==> config.mk <==
export PLATFORM = sky130hd
export DESIGN_NAME = vga_timing_receiver
export DESIGN_NICKNAME = d
export VERILOG_FILES = /design/src/rtl/vga_timing_receiver.sv
export SDC_FILE = /design/constraint.sdc
export NUM_CORES = 1
export LEC_CHECK = 0
export ABC_AREA = 0
export CAP_MARGIN = 25
export CORE_MARGIN = 2
export CORE_UTILIZATION = 25
export CTS_CLUSTER_DIAMETER = 120
export DETAILED_ROUTE_END_ITERATION = 8
export GPL_ROUTABILITY_DRIVEN = 0
export GPL_TIMING_DRIVEN = 0
export PLACE_DENSITY = 0.44
export REMOVE_ABC_BUFFERS = 1
export SETUP_SLACK_MARGIN = 0.2
export SKIP_LAST_GASP = 1
export SLEW_MARGIN = 20
export SYNTH_ARGS = -nofsm -noshare
export SYNTH_HDL_FRONTEND = slang
export SYNTH_SLANG_ARGS = --single-unit
==> constraint.sdc <==
create_clock -name clk -period 3.5 [get_ports clk]
set_input_delay 0.7 -clock clk [delete_from_list [all_inputs] [get_ports clk]]
set_output_delay 0.7 -clock clk [all_outputs]
set_load 0.1 [all_outputs]
==> src/rtl/vga_timing_receiver.sv <==
// VGA timing receiver: measures HS/VS/BLANK_N timing against an expected mode,
// locks after consecutive matching frames and emits a qualified pixel stream.
module vga_timing_receiver #(
  parameter int H_ACTIVE    = 640,
  parameter int H_TOTAL     = 800,
  parameter int H_SYNC      = 96,
  parameter int V_ACTIVE    = 480,
  parameter int V_TOTAL     = 525,
  parameter int V_SYNC      = 2,
  parameter int LOCK_FRAMES = 2,
  parameter int CW          = 12
) (
  input  logic          clk,
  input  logic          rst,
  input  logic          vga_hs,
  input  logic          vga_vs,
  input  logic          vga_blank_n,
  input  logic [23:0]   vga_rgb,
  output logic          pix_valid,
  output logic [23:0]   pix_rgb,
  output logic [CW-1:0] pix_x,
  output logic [CW-1:0] pix_y,
  output logic          pix_sof,
  output logic          pix_eol,
  output logic          locked,
  output logic [CW-1:0] meas_h_total,
  output logic [CW-1:0] meas_h_sync,
  output logic [CW-1:0] meas_h_active,
  output logic [CW-1:0] meas_v_total,
  output logic [CW-1:0] meas_v_sync,
  output logic [CW-1:0] meas_v_active,
  output logic [7:0]    err_cnt
);

  typedef enum logic [1:0] {ST_SEARCH, ST_MEASURE, ST_LOCKED} state_e;

  localparam logic [CW-1:0] H_TOTAL_C  = CW'(H_TOTAL);
  localparam logic [CW-1:0] H_SYNC_C   = CW'(H_SYNC);
  localparam logic [CW-1:0] H_ACTIVE_C = CW'(H_ACTIVE);
  localparam logic [CW-1:0] V_TOTAL_C  = CW'(V_TOTAL);
  localparam logic [CW-1:0] V_SYNC_C   = CW'(V_SYNC);
  localparam logic [CW-1:0] V_ACTIVE_C = CW'(V_ACTIVE);
  localparam logic [CW-1:0] EOL_X      = CW'(H_ACTIVE - 1);
  localparam logic [CW-1:0] TO_LIM     = CW'(2 * H_TOTAL - 1);
  localparam logic [7:0]    LOCK_N     = 8'(LOCK_FRAMES);

  function automatic logic [CW-1:0] sat_inc(input logic [CW-1:0] v, input logic en);
    return (en && v != '1) ? v + 1'b1 : v;
  endfunction

  // Input sample stage and one-cycle-delayed copies for edge detection
  logic hs_q, vs_q, blank_q, hs_dq, vs_dq, blank_dq;
  logic [23:0] rgb_q;

  state_e        state_q, state_d;
  logic [7:0]    good_q, good_d, err_q, err_d;
  logic          locked_q, locked_d, frame_bad_q, frame_bad_d, lact_q, lact_d;
  logic [CW-1:0] hcnt_q, hcnt_d, hlow_q, hlow_d, hact_q, hact_d;
  logic [CW-1:0] vlines_q, vlines_d, vsl_q, vsl_d, vact_q, vact_d;
  logic [CW-1:0] xcnt_q, xcnt_d, ycnt_q, ycnt_d;
  logic [CW-1:0] mh_tot_q, mh_tot_d, mh_sync_q, mh_sync_d, mh_act_q, mh_act_d;
  logic [CW-1:0] mv_tot_q, mv_tot_d, mv_sync_q, mv_sync_d, mv_act_q, mv_act_d;
  logic          pv_q, pv_d, sof_q, sof_d, eol_q, eol_d;
  logic [CW-1:0] px_q, px_d, py_q, py_d;
  logic [23:0]   prgb_q, prgb_d;

  logic          hs_fall, vs_fall, blank_fall, timeout, h_line_bad, v_ok, frame_ok;
  logic [CW-1:0] h_tot_new, v_tot_new, v_act_new;

  assign hs_fall    = hs_dq & ~hs_q;
  assign vs_fall    = vs_dq & ~vs_q;
  assign blank_fall = blank_dq & ~blank_q;
  assign timeout    = ~hs_fall && (hcnt_q >= TO_LIM);

  // Values completed by this cycle's edges; a coincident HS fall lands in the
  // vertical counts before the VS fall consumes them.
  assign h_tot_new  = sat_inc(hcnt_q, 1'b1);
  assign v_tot_new  = sat_inc(vlines_q, hs_fall);
  assign v_act_new  = sat_inc(vact_q, hs_fall & lact_q);
  assign h_line_bad = hs_fall && (h_tot_new != H_TOTAL_C || hlow_q != H_SYNC_C ||
                                  (lact_q && hact_q != H_ACTIVE_C));
  assign v_ok       = (v_tot_new == V_TOTAL_C) && (vsl_q == V_SYNC_C) &&
                      (v_act_new == V_ACTIVE_C);
  assign frame_ok   = ~frame_bad_q & ~h_line_bad;

  always_comb begin
    // NOTE: every always_comb target gets a default first so no latch is inferred.
    hcnt_d      = hs_fall ? '0 : sat_inc(hcnt_q, 1'b1);
    hlow_d      = hs_fall ? CW'(1) : sat_inc(hlow_q, ~hs_q);
    hact_d      = hs_fall ? CW'(blank_q) : sat_inc(hact_q, blank_q);
    lact_d      = hs_fall ? blank_q : (lact_q | blank_q);
    mh_tot_d    = hs_fall ? h_tot_new : mh_tot_q;
    mh_sync_d   = hs_fall ? hlow_q : mh_sync_q;
    mh_act_d    = hs_fall ? hact_q : mh_act_q;

    vlines_d    = vs_fall ? '0 : v_tot_new;
    vsl_d       = vs_fall ? CW'(hs_fall) : sat_inc(vsl_q, hs_fall & ~vs_q);
    vact_d      = vs_fall ? '0 : v_act_new;
    mv_tot_d    = vs_fall ? v_tot_new : mv_tot_q;
    mv_sync_d   = vs_fall ? vsl_q : mv_sync_q;
    mv_act_d    = vs_fall ? v_act_new : mv_act_q;
    frame_bad_d = vs_fall ? 1'b0 : (frame_bad_q | h_line_bad);

    xcnt_d      = hs_fall ? CW'(blank_q) : sat_inc(xcnt_q, blank_q);
    ycnt_d      = vs_fall ? '0 : sat_inc(ycnt_q, blank_fall);
    px_d        = hs_fall ? '0 : xcnt_q;
    py_d        = vs_fall ? '0 : ycnt_q;
    pv_d        = locked_q & blank_q;
    sof_d       = pv_d && px_d == '0 && py_d == '0;
    eol_d       = pv_d && px_d == EOL_X;
    prgb_d      = rgb_q;

    state_d     = state_q;
    good_d      = good_q;
    locked_d    = locked_q;
    err_d       = err_q;
    if (timeout) begin
      state_d  = ST_SEARCH;
      locked_d = 1'b0;
      if (state_q == ST_LOCKED && err_q != 8'hFF) err_d = err_q + 8'd1;
    end else begin
      unique case (state_q)
        ST_SEARCH: if (vs_fall) begin
          state_d = ST_MEASURE;
          good_d  = '0;
        end
        ST_MEASURE: if (vs_fall) begin
          if (frame_ok && v_ok) begin
            good_d = good_q + 8'd1;
            if (good_q + 8'd1 >= LOCK_N) begin
              state_d  = ST_LOCKED;
              locked_d = 1'b1;
            end
          end else begin
            good_d = '0;
          end
        end
        ST_LOCKED: if (h_line_bad || (vs_fall && !v_ok)) begin
          state_d  = ST_MEASURE;
          good_d   = '0;
          locked_d = 1'b0;
          if (err_q != 8'hFF) err_d = err_q + 8'd1;
        end
        default: state_d = ST_SEARCH;
      endcase
    end
  end

  always_ff @(posedge clk) begin
    // NOTE: sequential state uses non-blocking assignments; reset is synchronous.
    if (rst) begin
      {hs_q, vs_q, blank_q, hs_dq, vs_dq, blank_dq} <= '0;
      rgb_q       <= '0;
      state_q     <= ST_SEARCH;
      good_q      <= '0;
      err_q       <= '0;
      locked_q    <= 1'b0;
      frame_bad_q <= 1'b0;
      lact_q      <= 1'b0;
      {hcnt_q, hlow_q, hact_q, vlines_q, vsl_q, vact_q} <= '0;
      {xcnt_q, ycnt_q, px_q, py_q} <= '0;
      {mh_tot_q, mh_sync_q, mh_act_q, mv_tot_q, mv_sync_q, mv_act_q} <= '0;
      {pv_q, sof_q, eol_q} <= '0;
      prgb_q      <= '0;
    end else begin
      hs_q        <= vga_hs;
      vs_q        <= vga_vs;
      blank_q     <= vga_blank_n;
      rgb_q       <= vga_rgb;
      hs_dq       <= hs_q;
      vs_dq       <= vs_q;
      blank_dq    <= blank_q;
      state_q     <= state_d;
      good_q      <= good_d;
      err_q       <= err_d;
      locked_q    <= locked_d;
      frame_bad_q <= frame_bad_d;
      lact_q      <= lact_d;
      hcnt_q      <= hcnt_d;
      hlow_q      <= hlow_d;
      hact_q      <= hact_d;
      vlines_q    <= vlines_d;
      vsl_q       <= vsl_d;
      vact_q      <= vact_d;
      xcnt_q      <= xcnt_d;
      ycnt_q      <= ycnt_d;
      px_q        <= px_d;
      py_q        <= py_d;
      mh_tot_q    <= mh_tot_d;
      mh_sync_q   <= mh_sync_d;
      mh_act_q    <= mh_act_d;
      mv_tot_q    <= mv_tot_d;
      mv_sync_q   <= mv_sync_d;
      mv_act_q    <= mv_act_d;
      pv_q        <= pv_d;
      sof_q       <= sof_d;
      eol_q       <= eol_d;
      prgb_q      <= prgb_d;
    end
  end

  assign pix_valid     = pv_q;
  assign pix_rgb       = prgb_q;
  assign pix_x         = px_q;
  assign pix_y         = py_q;
  assign pix_sof       = sof_q;
  assign pix_eol       = eol_q;
  assign locked        = locked_q;
  assign meas_h_total  = mh_tot_q;
  assign meas_h_sync   = mh_sync_q;
  assign meas_h_active = mh_act_q;
  assign meas_v_total  = mv_tot_q;
  assign meas_v_sync   = mv_sync_q;
  assign meas_v_active = mv_act_q;
  assign err_cnt       = err_q;

endmodule
-- After elaboration in Yosys (flattened, before gate mapping)
Index checks and enable logic that the tools add are counted.
Widths: inputs -> output; s select.
- flip-flop bits (word level): 270
- bits of input ports: 29
- output and inout port bits: 132
- word-level logic and storage cells: 165
- add/sub/neg operators: 10
- magnitude comparators: 2
- equal/unequal tests: 24
- mux-type cells: 35
- bitwise gates (word level): 16
- reduce and logical (&&, ||, !) cells: 41
- operators with widths (kind ; count):
    $add 12x1->12 const B ; 8
    $ne 12x12->1 const B ; 8
    $mux 8 ; 9
    $mux 12 ; 5
    $eq 12x10->1 const B ; 2
    $logic_not 12->1 ; 2
    $ne 12x10->1 const B ; 2
    $pmux 8 s3 ; 1
    $logic_and 1x1->1 ; 18
    $add 8x1->8 const B ; 2
    $reduce_bool 2->1 ; 8
    $reduce_and 5->1 ; 3
    $mux 1 ; 13
    $eq 12x2->1 const B ; 1
    $eq 12x9->1 const B ; 1
    $ge 12x11->1 const B ; 1
    $ne 12x7->1 const B ; 1
    $mux 2 ; 5
    $ge 8x2->1 const B ; 1
    $ne 2x2->1 const B ; 4
    $ne 8x8->1 const B ; 1
    $and 1x1->1 ; 7
    $not 1->1 ; 7
    $pmux 2 s3 ; 1
    11 further kinds ; 17

-- Longest topological paths before layout
- word-level depth: 13
- mapped depth: 11
- gate-level depth less buffers: 10

-- Least setup slack after synthesis
No wires, ideal clock.
- path type: register to register
- start: reg vlines_q[0]
- end: reg good_q[2]
- library setup time: 0.056 ns
- arrival: 3.054 ns
- data required time: 3.444 ns
- slack: 0.390 ns
- stages on the path, launching flop included: 11
- path buffers: 1
- period minus slack after synthesis: 3.110 ns
- cells stage by stage: dfxtp_1 -> ha_1 -> nand3_1 -> nor2_1 -> or4_4 -> a221o_1 -> or4_4 -> or4_4 -> buf_6 -> a211oi_1 -> a211o_2
- cells in the longest elaborated chain, start to end: 11
- elaborated cells between the ends (all ways): 16
- classes of those cells: 1 x add/sub; 3 x eq/ne; 4 x mux; 8 x reduce/logical
- RTL lines (what ; line ; source):
    start, declared ; 59 ; logic [CW-1:0] vlines_q, vlines_d, vsl_q, vsl_d, vact_q, vact_d;
    start signal, assigned ; 182 ; vlines_q <= vlines_d;
    parallel branches: the longest is 2 deep, another holds $add 12x1->12 ; - ;
    $mux 12 (*) ; 48 ; return (en && v != '1) ? v + 1'b1 : v;
    $eq 12x10->1 (*) ; 82 ; assign v_ok = (v_tot_new == V_TOTAL_C) && (vsl_q == V_SYNC_C) &&
    $logic_and 1x1->1 (*) (2 in series) ; 82 ;
    $logic_not 1->1 ; 138 ; ST_LOCKED: if (h_line_bad || (vs_fall && !v_ok)) begin
    $logic_and 1x1->1 ; 138 ;
    $logic_or 1x1->1 ; 138 ;
    $ne 2x1->1 (no line) ; - ;
    $reduce_and 5->1 (no line) ; - ;
    end signal, assigned ; 174 ; good_q <= good_d;
    end, declared ; 56 ; logic [7:0] good_q, good_d, err_q, err_d;
Every way passes the cells marked *. The select of a mux whose other input is x is not followed.
A chain may end at the register's enable or synchronous reset.

-- Worst setup path after layout
- start: reg vlines_q[7]
- end: reg good_q[4]
Same word-level chain as after synthesis.

==> results.yml <==
outcome:
  outcome: "completed"
setup_path:
  start_kind: "flop"
  cp_max_fo: 6
  crit_path_end_kind: "flop"
  reg2reg_from: "vlines_q[7]"
  required_ns: 3.97
  crit_buf_inv: 3
  crit_family: "simple AND/OR/NAND/NOR gates"
  path_class: "flop to flop"
  max_stage_delay_ns: 0.60
  timing.rr.end: "good_q[4]"
  r2r_slack_ns: 0.31
  path_common_cell: "buf_4"
  reg2reg_depth: 11
  cp.arrival_ns: 3.67
  cp_slowest_cell: "or4_4"
  cp_cell_sequence: "and4_4 -> buf_4 -> buf_4 -> a31oi_4 -> mux2i_2 -> o21ai_0 -> or4_4 -> or4_4 -> buf_4 -> a211oi_2 -> a211o_2"
floorplan:
  die_height_um: 213.6
  initial_core_util_pct: 25.39
  die_w_um: 213.6
  ios: 161
  core_area_sq_um: 43270
  die_area_sq_um: 45640
  num_rows: 76
global_routing:
  grt-ovfl-total: 0
  grtUsageTotal_pct: 13.36
  antenna_found_initial: 0
  grt_pass1_vias: 8901
  grt_pass1_wl_um: 48690
  grt_max_degree: 122
hold_path:
  min_from: "prgb_d[17]"
  min-delay-path-class: "flop to flop"
  min_path_cells: 1
  min_to: "pix_rgb[17]"
synthesis:
  ys_warn_count: 0
  yosys_most_used_dff: "dfxtp_1"
  ys_types: 69
  async_flop_share_pct: 0
  ys_seq_area_share_pct: 49.20
  synth-seq-cells: 270
  synth_area_per_cell_sq_um: 8.657
  netlist_instances: 1269
  synth_edf_count: 0
  synth_area_sq_um: 10990
clock_tree:
  htreeDepth: 2
  clk_latency_ns: 0.54
  cts_buffers: 34
  root_buffer: "clkbuf_16"
  cts_tree: "built"
  clk_transition_reported_paths_ns: 0.06
  clock_path_buffers: 3
  cts.sinks: 270
sta:
  finClkSkew_ns: 0.02326
  fin_crit_sh_pct: 91.29
  whs_ns: 0.4313
  setup_viol: 0
  fin_ws_ns: 0.3050
  final.min_clock_period_ns: 3.195
  finalHoldViolations: 0
  fmaxAchievable_ghz: 0.3130
  rsz0062_at_grt: "no"
  slew_headroom_pct: 30.82
  slew_violations: 0
  tightest_slew_ns: 1.034
place:
  dp_slack_ns: -0.3252
  dp_hpwl_um: 20210
  port_buffers: 160
power:
  p_clk_share_pct: 48.6
  ir_drop_mv: 0.2781
  power_density_nw_per_um2: 476.4
  p_switching_mw: 1.734
  combPwrFrac_pct: 6.6
  power_leakage_nw: 5.198
  switching_share_pct: 24.58
  p_seq_share_pct: 44.8
  power_mw: 7.055
  internal_power_mw: 5.320
cells_and_area:
  finalNetCount: 1479
  fill_cells: 4497
  area_growth_pct: 34.80
  drive_above_1_share_pct: 12.08
  diodes: 0
  final_util_pct: 34.23
detailed_routing:
  ant_nets: 0
  drtIter0Drc: 504
  wire_per_inst_um: 14.87
  firstDrtPassIters: 4
  wirelength_um: 30370
  vias: 9443
  drc: 0
  post_drt_via_cell_ratio: 4.624
flow_run:
  cap_violations: 0
per-layer routing:
layer  share of wire, %  vias up  global-route usage, %
li1                   -     4734                      -
met5                  0        -                      0
met3                5.0       52                  3.105
met1                 47     4473                  17.61
met2                 46      184                  21.09
met4                2.6        0                  5.388
through the flow:
stage	setup TNS [ns]	cell area, sq um	instances
2_1_floorplan	-10.31	10710	1198
3_3_place_gp	-931.97	13040	1943
3_5_place_dp	-3.383	13260	1951
4_1_cts	0	14670	2034
5_1_grt	0	14810	2042
6_report	0	14810	2042
cells in the mapped netlist, types with 19 or more instances:
cell type | n | area (sq um)
dfxtp_1 | 270 | 5405
nor2_1 | 153 | 574.3
nand2_1 | 147 | 551.8
a21oi_1 | 98 | 490.5
nor2b_1 | 72 | 450.4
clkbuf_1 | 58 | 217.7
nand3_1 | 43 | 215.2
nand4_1 | 36 | 225.2
and2_1 | 32 | 200.2
xor2_1 | 30 | 262.8
o21ai_0 | 28 | 140.1
xnor2_1 | 27 | 236.5
inv_1 | 25 | 93.84
a211oi_1 | 23 | 172.7
nor3_1 | 22 | 110.1
and3_1 | 21 | 131.4
or3_1 | 19 | 118.9
cell usage in the layout (no fill, tap or decap), drive strengths merged, types with 5 or more instances in the layout:
cell	synthesis	routed
clkinv	0	6
and4	7	7
mux2	10	10
o21ai	29	29
nand4	36	36
ha	14	14
mux2i	8	8
and2	32	32
a211oi	23	23
a211o	5	5
clkbuf	59	46
nor3	22	22
and3	21	21
a21oi	98	98
nor4	18	18
a31oi	13	13
clkdlybuf4s50	0	159
dfxtp	270	270
xor2	30	30
nor2	153	153
or4	8	9
buf	12	42
inv	25	27
nand4b	6	6
or3	19	19
xnor2	27	27
nand2b	6	6
nand2	147	147
nor2b	72	72
nand3	43	43
worst register-to-register path, stage by stage, from the launching register on:
cell and delay (ns):
dfxtp_4 0.36, and4_4 0.20, buf_4 0.14, buf_4 0.14, a31oi_4 0.20, mux2i_2 0.28, o21ai_0 0.12, or4_4 0.60
or4_4 0.60, buf_4 0.18, a211oi_2 0.20, a211o_2 0.12
power groups by stage:
| stage | sequential, mW | combinational (mW) | clock (mW) |
|---|---|---|---|
| final | 3.16 | 0.463 | 3.43 |
| after global routing | 3.17 | 0.499 | 3.69 |
| after CTS | 3.16 | 0.466 | 3.58 |
| after detailed placement | 3.23 | 0.454 | 0 |
| after global placement | 3.23 | 0.435 | 0 |
| after floorplan | 3.37 | 0.125 | 0 |
worst max path at each step:
stage,start,end,cells past startpoint
finish,vlines_q[7],good_q[4],11
global route,hs_q,good_q[4],10
CTS,hs_q,good_q[2],9
detailed placement,hcnt_q[0],good_q[1],9
global placement,rst,pix_y[9],3
floorplan,hs_dq,good_q[2],8
logic make-up (layout without fill, tap and decap cells):
family	Yosys count	in the layout	synth area share [%]
fa+ha+maj	14	14	1.595
xor+xnor	57	57	4.544
buf+inv	96	283	3.405
mux	18	18	1.754
compound gates	207	207	11.55
simple gates	607	608	27.95
flops	270	270	49.20
area by class of cell:
| type | count | area [sq um] | area share, % |
|---|---|---|---|
| multi-input cells | 904 | 5431 | 36.68 |
| flip-flops and latches | 270 | 5430 | 36.67 |
| repair buffers | 201 | 2044 | 13.81 |
| clock buffers | 46 | 945.9 | 6.388 |
| well taps | 585 | 732.0 | 4.943 |
| clock inverters | 11 | 130.1 | 0.8787 |
| inverters | 25 | 93.84 | 0.6337 |
timing repair:
action,CTS,global route
setup endpoints to repair,19,15
setup buffers,25,7
resized for setup,39,22
hold buffers,0,0
gates cloned,1,0
pin swaps,13,6
(Power assumes the default switching activity.)
